[src/rtl/cache_l0_pkg.sv]
// Shared types and width helpers for the L0 instruction-cache refill path.
package cache_l0_pkg;

  localparam int unsigned WordBytes = 4;

  typedef enum logic [1:0] {
    StIdle  = 2'd0,
    StFetch = 2'd1,
    StDone  = 2'd2
  } refill_state_e;

  function automatic int unsigned offs_w(input int unsigned words_per_line);
    return $clog2(words_per_line) + $clog2(WordBytes);
  endfunction

  function automatic int unsigned tag_w(input int unsigned addr_w,
                                        input int unsigned words_per_line);
    return addr_w - offs_w(words_per_line);
  endfunction

endpackage

[src/rtl/cache_valid_vec.sv]
// Per-line valid bits with set / clear-one / clear-all.
// With CACHE_REFILL_FLUSH_EN defined, flush requests clear all lines once the refill FSM is idle.
module cache_valid_vec import cache_l0_pkg::*; #(
  parameter int unsigned LOG2_NUM_BLKS = 3
) (
  input  logic                          clk,
  input  logic                          rst_n,
  input  logic                          idle,
  input  logic                          flush,
  input  logic                          clr_en,
  input  logic [LOG2_NUM_BLKS-1:0]      clr_idx,
  input  logic                          set_en,
  input  logic [LOG2_NUM_BLKS-1:0]      set_idx,
  output logic [2**LOG2_NUM_BLKS-1:0]   valid,
  output logic                          flush_now
);

  localparam int unsigned NumLines = 2 ** LOG2_NUM_BLKS;

  logic [NumLines-1:0] valid_q, valid_d;

`ifdef CACHE_REFILL_FLUSH_EN
  logic pend_q, pend_d;

  // A flush seen while busy is deferred until the FSM is back in idle.
  assign flush_now = idle & (flush | pend_q);
  assign pend_d    = idle ? 1'b0 : (pend_q | flush);

  always_ff @(posedge clk or negedge rst_n) begin
    if (!rst_n) begin
      pend_q <= 1'b0;
    end else begin
      pend_q <= pend_d;
    end
  end
`else
  logic unused_flush;
  assign unused_flush = flush ^ idle;
  assign flush_now    = 1'b0;
`endif

  always_comb begin
    valid_d = valid_q;
    if (clr_en) valid_d[clr_idx] = 1'b0;
    if (set_en) valid_d[set_idx] = 1'b1;
    if (flush_now) valid_d = '0;
  end

  always_ff @(posedge clk or negedge rst_n) begin
    if (!rst_n) begin
      valid_q <= '0;
    end else begin
      valid_q <= valid_d;
    end
  end

  assign valid = valid_q;

endmodule

[src/rtl/cache_refill_ctrl.sv]
// L0 I-cache miss/refill controller: claims a victim line, fetches it word by word, marks it valid.
// Optional flush support is enabled by defining CACHE_REFILL_FLUSH_EN.
module cache_refill_ctrl import cache_l0_pkg::*; #(
  parameter int unsigned LOG2_NUM_BLKS  = 3,
  parameter int unsigned WORDS_PER_LINE = 4,
  parameter int unsigned ADDR_W         = 32
) (
  input  logic                                      clk,
  input  logic                                      rst_n,
  input  logic                                      miss_i,
  input  logic [ADDR_W-1:0]                         miss_addr_i,
  output logic                                      busy_o,
  output logic                                      rplc_en_o,
  input  logic [LOG2_NUM_BLKS-1:0]                  rplc_line_idx_i,
  output logic                                      mem_req_o,
  output logic [ADDR_W-1:0]                         mem_addr_o,
  input  logic                                      mem_gnt_i,
  input  logic                                      mem_rvalid_i,
  input  logic [31:0]                               mem_rdata_i,
  output logic                                      line_we_o,
  output logic [LOG2_NUM_BLKS-1:0]                  line_idx_o,
  output logic [$clog2(WORDS_PER_LINE)-1:0]         line_word_o,
  output logic [31:0]                               line_wdata_o,
  output logic                                      tag_we_o,
  output logic [tag_w(ADDR_W, WORDS_PER_LINE)-1:0]  tag_o,
  output logic [2**LOG2_NUM_BLKS-1:0]               valid_o,
  output logic                                      refill_done_o,
  input  logic                                      flush_i
);

  localparam int unsigned OffsW = offs_w(WORDS_PER_LINE);
  localparam int unsigned TagW  = tag_w(ADDR_W, WORDS_PER_LINE);
  localparam int unsigned WordW = $clog2(WORDS_PER_LINE);
  localparam int unsigned CntW  = WordW + 1;

  localparam logic [CntW-1:0] CntFull = CntW'(WORDS_PER_LINE);
  localparam logic [CntW-1:0] CntLast = CntW'(WORDS_PER_LINE - 1);

  refill_state_e state_q, state_d;
  logic [TagW-1:0]          tag_q, tag_d;
  logic [LOG2_NUM_BLKS-1:0] victim_q, victim_d;
  logic [CntW-1:0]          gnt_cnt_q, gnt_cnt_d;
  logic [CntW-1:0]          rvalid_cnt_q, rvalid_cnt_d;

  logic fetch_req;
  logic valid_clr, valid_set;
  logic flush_now;

  logic [OffsW-1:0] unused_offs;
  assign unused_offs = miss_addr_i[OffsW-1:0];

  always_comb begin
    state_d      = state_q;
    tag_d        = tag_q;
    victim_d     = victim_q;
    gnt_cnt_d    = gnt_cnt_q;
    rvalid_cnt_d = rvalid_cnt_q;
    fetch_req    = 1'b0;
    rplc_en_o    = 1'b0;
    line_we_o    = 1'b0;
    tag_we_o     = 1'b0;
    refill_done_o = 1'b0;
    valid_clr    = 1'b0;
    valid_set    = 1'b0;

    unique case (state_q)
      StIdle: begin
        // A flush in idle takes priority; the miss is retried next cycle.
        if (miss_i && !flush_now) begin
          tag_d        = miss_addr_i[ADDR_W-1:OffsW];
          victim_d     = rplc_line_idx_i;
          gnt_cnt_d    = '0;
          rvalid_cnt_d = '0;
          rplc_en_o    = 1'b1;
          valid_clr    = 1'b1;
          state_d      = StFetch;
        end
      end
      StFetch: begin
        fetch_req = (gnt_cnt_q < CntFull);
        if (fetch_req && mem_gnt_i) begin
          gnt_cnt_d = gnt_cnt_q + CntW'(1);
        end
        if (mem_rvalid_i) begin
          line_we_o    = 1'b1;
          rvalid_cnt_d = rvalid_cnt_q + CntW'(1);
          if (rvalid_cnt_q == CntLast) begin
            state_d = StDone;
          end
        end
      end
      StDone: begin
        tag_we_o      = 1'b1;
        refill_done_o = 1'b1;
        valid_set     = 1'b1;
        state_d       = StIdle;
      end
      default: state_d = StIdle;
    endcase
  end

  always_ff @(posedge clk or negedge rst_n) begin
    if (!rst_n) begin
      state_q      <= StIdle;
      tag_q        <= '0;
      victim_q     <= '0;
      gnt_cnt_q    <= '0;
      rvalid_cnt_q <= '0;
    end else begin
      state_q      <= state_d;
      tag_q        <= tag_d;
      victim_q     <= victim_d;
      gnt_cnt_q    <= gnt_cnt_d;
      rvalid_cnt_q <= rvalid_cnt_d;
    end
  end

  // Line base is tag_q with zero offset, so base + 4*gnt_cnt is a plain concatenation.
  assign mem_req_o    = fetch_req;
  assign mem_addr_o   = fetch_req ?
                        {tag_q, gnt_cnt_q[WordW-1:0], {(OffsW - WordW){1'b0}}} : '0;
  assign busy_o       = (state_q != StIdle);
  assign line_idx_o   = victim_q;
  assign line_word_o  = rvalid_cnt_q[WordW-1:0];
  assign line_wdata_o = mem_rdata_i;
  assign tag_o        = tag_q;

  cache_valid_vec #(
    .LOG2_NUM_BLKS (LOG2_NUM_BLKS)
  ) u_valid_vec (
    .clk       (clk),
    .rst_n     (rst_n),
    .idle      (state_q == StIdle),
    .flush     (flush_i),
    .clr_en    (valid_clr),
    .clr_idx   (rplc_line_idx_i),
    .set_en    (valid_set),
    .set_idx   (victim_q),
    .valid     (valid_o),
    .flush_now (flush_now)
  );

endmodule

[config.mk]
export PLATFORM = sky130hd
export DESIGN_NAME = cache_refill_ctrl
export DESIGN_NICKNAME = d
export VERILOG_FILES = /design/src/rtl/cache_l0_pkg.sv /design/src/rtl/cache_valid_vec.sv /design/src/rtl/cache_refill_ctrl.sv
export SDC_FILE = /design/constraint.sdc
export NUM_CORES = 1
export LEC_CHECK = 0
export BUFFER_PORTS_ARGS = -buffer_cell sky130_fd_sc_hd__clkbuf_2
export CAP_MARGIN = 15
export CELL_PAD_IN_SITES_DETAIL_PLACEMENT = 1
export CELL_PAD_IN_SITES_GLOBAL_PLACEMENT = 1
export CORE_MARGIN = 4
export CORE_UTILIZATION = 31
export CTS_BUF_LIST = sky130_fd_sc_hd__clkbuf_4
export DETAILED_ROUTE_END_ITERATION = 7
export PLACE_DENSITY_LB_ADDON = 0.1
export SLEW_MARGIN = 40
export SYNTH_ARGS = -nofsm -noshare
export SYNTH_HDL_FRONTEND = slang
export SYNTH_SLANG_ARGS = --single-unit
[constraint.sdc]
create_clock -name clk -period 3.69 [get_ports clk]
set_input_delay 0.369 -clock clk [delete_from_list [all_inputs] [get_ports clk]]
set_output_delay 0.369 -clock clk [all_outputs]
set_load 0.1 [all_outputs]
# After elaboration in Yosys (flattened, before gate mapping)
# Index checks and enable logic that the tools add are counted.
# op_classes
n_eq_ne	7
add_sub_neg	2
n_reduce_logical	10
bitwise_logic	3
magnitude_cmp	5
mux	22
# ops
operator	count
32-bit two-way mux	1
8-bit two-way mux	2
3-bit case mux with 2 select lines	2
3-bit two-way mux	3
3-bit AND reduction	3
8-bit bitwise AND	1
3-bit by 4-bit < comparator with 1-bit output (second input constant)	2
1-bit two-way mux	8
2-bit != test (second input constant)	4
8-bit inverter	1
8-bit OR	1
3-bit by 1-bit adder with 3-bit output (second input constant)	2
1-bit demux with 3-bit select	2
3-bit by 1-bit greater-or-equal comparator with 1-bit output (second input constant)	2
2-bit two-way mux	3
2-bit case mux with 2 select lines	1
2-bit nonzero test	2
3-bit by 2-bit equality test with 1-bit output (second input constant)	1
1-bit logical AND	3
3-bit < comparator (second input constant)	1
2-bit by 1-bit equality test with 1-bit output (second input constant)	1
2-bit equality test (second input constant)	1
2-bit logical NOT	1
2-bit AND reduction	1
# totals
output_inout_bits	111
register_bits	47
inputBits	73

# Logic depth before layout (Yosys ltp)
# logic_depth
depth_word	9
mapped_depth	5

# Hierarchy
# From an unflattened synthesis, not the netlist that was laid out.
# hier_totals
cells_unflattened	271
hier_area_um2	2452.4
# by_module_without_submodules
module	instances	cells_each	area_each_um2
cache_refill_ctrl	1	238	2054.5
cache_valid_vec	1	33	397.9

# Least setup slack after synthesis
# No wires, ideal clock.
# synth_timing
path_kind	register to output
startpoint	register state_q[1]
endpoint	output tag_we_o
slack_ps	868
t_arrival_ps	2453
n_path_buf	2
path_stages_with_launch	4
cell_sequence	dfrtp_1 > buf_2 > nor2b_1 > buf_4
# synth_via
elab_chain_cells	2
# synth_lines
item	line_no	rtl
start, declared	cache_refill_ctrl.sv:39	refill_state_e state_q, state_d;
start signal, assigned	cache_refill_ctrl.sv:104	state_q <= StIdle;
start signal, assigned	cache_refill_ctrl.sv:110	state_q <= state_d;
2-bit equality test	--	
1-bit two-way mux	--	
end, declared	cache_refill_ctrl.sv:24	output logic tag_we_o,
# No other way between the ends.

# Worst setup path after layout
# layout_timing
startpoint	register state_q[0]
endpoint	output rplc_en_o
# layout_via
elab_chain_cells	2
# layout_lines
item	line_no	rtl
2-bit logical NOT	cache_refill_ctrl.sv:66	unique case (state_q)
1-bit two-way mux	cache_refill_ctrl.sv:66	
end, declared	cache_refill_ctrl.sv:13	output logic rplc_en_o,
# No other way between the ends.

==> metrics <==
Crit Path Class=register to output port; Post-synth top flop=dfrtp_1; total CTS buffers=5; Bufs on Longest Clock Path=2; Avg Synthesized Cell Area=11.6 um^2; dpl ws=1.56 ns; Clk pin slew, worst setup/hold paths=0.13 ns; Gates resized, CTS repair=0; clock root buffer=clkbuf_4; R2R Setup Slk=1.62 ns; CTS Hold Bufs=0; Arr. time, crit path=2.11 ns; initial antenna violation count=0; Critical Path Slowest Stage Cell=nor3b_4; Post-Route Setup TNS=0 ns; CTS tree=done; DR pass1 iterations=4; GRT Resource Usage Total=0.135; Layout Skew=0.00712 ns; drt via density=4.61; Slew headroom=0.525; highest clock rate=0.403 GHz; IO Pins=184; maxcap violations=0; crit-path cells=nor3b_4 -> clkbuf_2; CP Max Fanout=14; vias in the first global route=1936; sequential area share after synthesis=0.486; period utilisation layout=0.673; share of cells above drive strength 1=0.540; total die area=9280 um^2; Routed Antenna Nets=0; Detail Placement HPWL=4660 um; area of the mapped netlist=2420 um^2; via count=1778; final std cells w/o fill=386; Yosys cell types=33; Area Overhead vs Synth=17.8%; gpl congestion=0.741; Die Width=96.4 um; synth warn=0; dpl cells=378; Setup Buffers After CTS=0; Clock Latency Late Sink=0.35 ns; first-pass GRT wire length=9640 um; worst hold path type=input pin to async pin; Seq cells post-synth=47; Worst-Margin Slew=0.712 ns; ys async rst share=1.00; Final Hold Violating Endpoints=0; Min Clock Period, post-route=2.48 ns; Overflow after GRT=0; Critical Path RT=3.32 ns; Die Span Y=96.4 um; routed length per instance=15.9 um; clock tree sinks=47; CTS HTree Levels=2; number of antenna diodes=0; final wirelength=6130 um; Slew Limit Fails=0; CP endpoint kind=output port; CP startpoint=state_q[0]; Post-Synthesis Cells=209; FF-to-FF path depth=3; CP peak stage delay=0.66 ns; final worst slack=1.21 ns; RSZ-0062 raised after global routing=no; number of port buffers=112; row count=31; # DRC=0; hold slack=0.0499 ns; initial drt markers=9; fin nets=362; R2R Path Start=state_q[0]; core area=7410 um^2; status=finished clean; R2R Path End=tag_o[22]; CP Launch Type=register; Initial Util=0.327; largest net degree at the start of global routing=35; Post-synth EDFFs=0; Finish-stage setup viols=0
## cells in the mapped netlist, drive strengths merged, types with 2 or more instances
cell	instances	area share
o21ai	13	0.027
mux2	31	0.14
buf	43	0.13
ha	3	0.016
nand2b	6	0.016
and2	30	0.078
o31ai	4	0.014
a22o	2	0.0072
nand2	4	0.0062
clkbuf	3	0.0047
nor2	3	0.0047
nor3b	2	0.013
inv	4	0.0062
dfrtp	47	0.49
## layout make-up
| cell class | count | area [um^2] |
|---|---|---|
| inverter | 4 | 15.0 |
| timing repair buffer | 115 | 583 |
| multi-input combinational | 113 | 900 |
| sequential | 47 | 1180 |
| clock buffer | 6 | 45.0 |
| fill | 869 | 4560 |
| clock inverter | 2 | 7.51 |
| tap | 99 | 124 |
## sequential cells by signal (all words and copies together), names as in the netlist
register,cells
gnt_cnt_q,3
line_idx_o,3
rvalid_cnt_q,3
state_q,2
tag_o,28
u_valid_vec.valid,8
## routing by layer
| metal | vias to the layer above | global-route usage | wire [um] |
|---|---|---|---|
| met5 | - | 0 | 0 |
| met4 | 0 | 0.0479 | 97 |
| met3 | 19 | 0.0555 | 629 |
| met2 | 85 | 0.214 | 2940 |
| met1 | 860 | 0.163 | 2460 |
| li1 | 814 | - | - |
## layout by cell type, fill, tap and decap left out, drive strengths merged
cell     synthesis  final
nor3b            2      2
or2              1      1
dfrtp           47     47
nor2             3      3
mux2i            1      1
conb             1      2
a31oi            1      1
and4             1      1
o21a             1      1
a21o             1      1
nand2b           6      6
nand2            4      4
a311oi           1      1
nand3            1      1
a22o             2      2
buf             43      4
clkinv           0      2
and3b            1      1
nand4bb          1      1
or4b             1      1
o31ai            4      4
mux2            31     31
o21ai           13     13
clkbuf           3    117
ha               3      3
and2            30     30
nor2b            1      1
inv              4      4
a21oi            1      1
## cell families (layout without fill, tap and decap cells)
group                      after synthesis  count (layout)  share of synthesized area
other                                    1               2                    0.00155
buffers and inverters                   50             127                      0.144
AOI/OAI and AO/OA                       24              24                     0.0631
and+or+nand+nor                         52              52                      0.142
DFF                                     47              47                      0.486
muxes                                   32              32                      0.148
adders and majority gates                3               3                     0.0155
## per-stage QoR
stage / util / area (um^2)
3_3_place_gp: 0.378 / 2800
3_5_place_dp: 0.378 / 2800
5_1_grt: 0.385 / 2850
2_1_floorplan: - / 2420
4_1_cts: 0.385 / 2850
6_report: 0.385 / 2850
## worst max-delay path by stage
stage,cells after the start,endpoint,slack (ns)
2_1_floorplan,3,tag_we_o,0.87
3_3_place_gp,2,rplc_en_o,1.55
3_5_place_dp,2,rplc_en_o,1.56
4_1_cts,2,rplc_en_o,1.13
5_1_grt,2,rplc_en_o,1.04
6_report,2,rplc_en_o,1.21
## critical path: cells and delay by family (launching register included)
family / cells / cell delay (ns)
simple gates: 1 / 0.66
buf+inv: 1 / 0.58
flops: 1 / 0.52
Power is not shown: default switching activity piles up to over one toggle a cycle in this logic, so the estimate is an artifact.
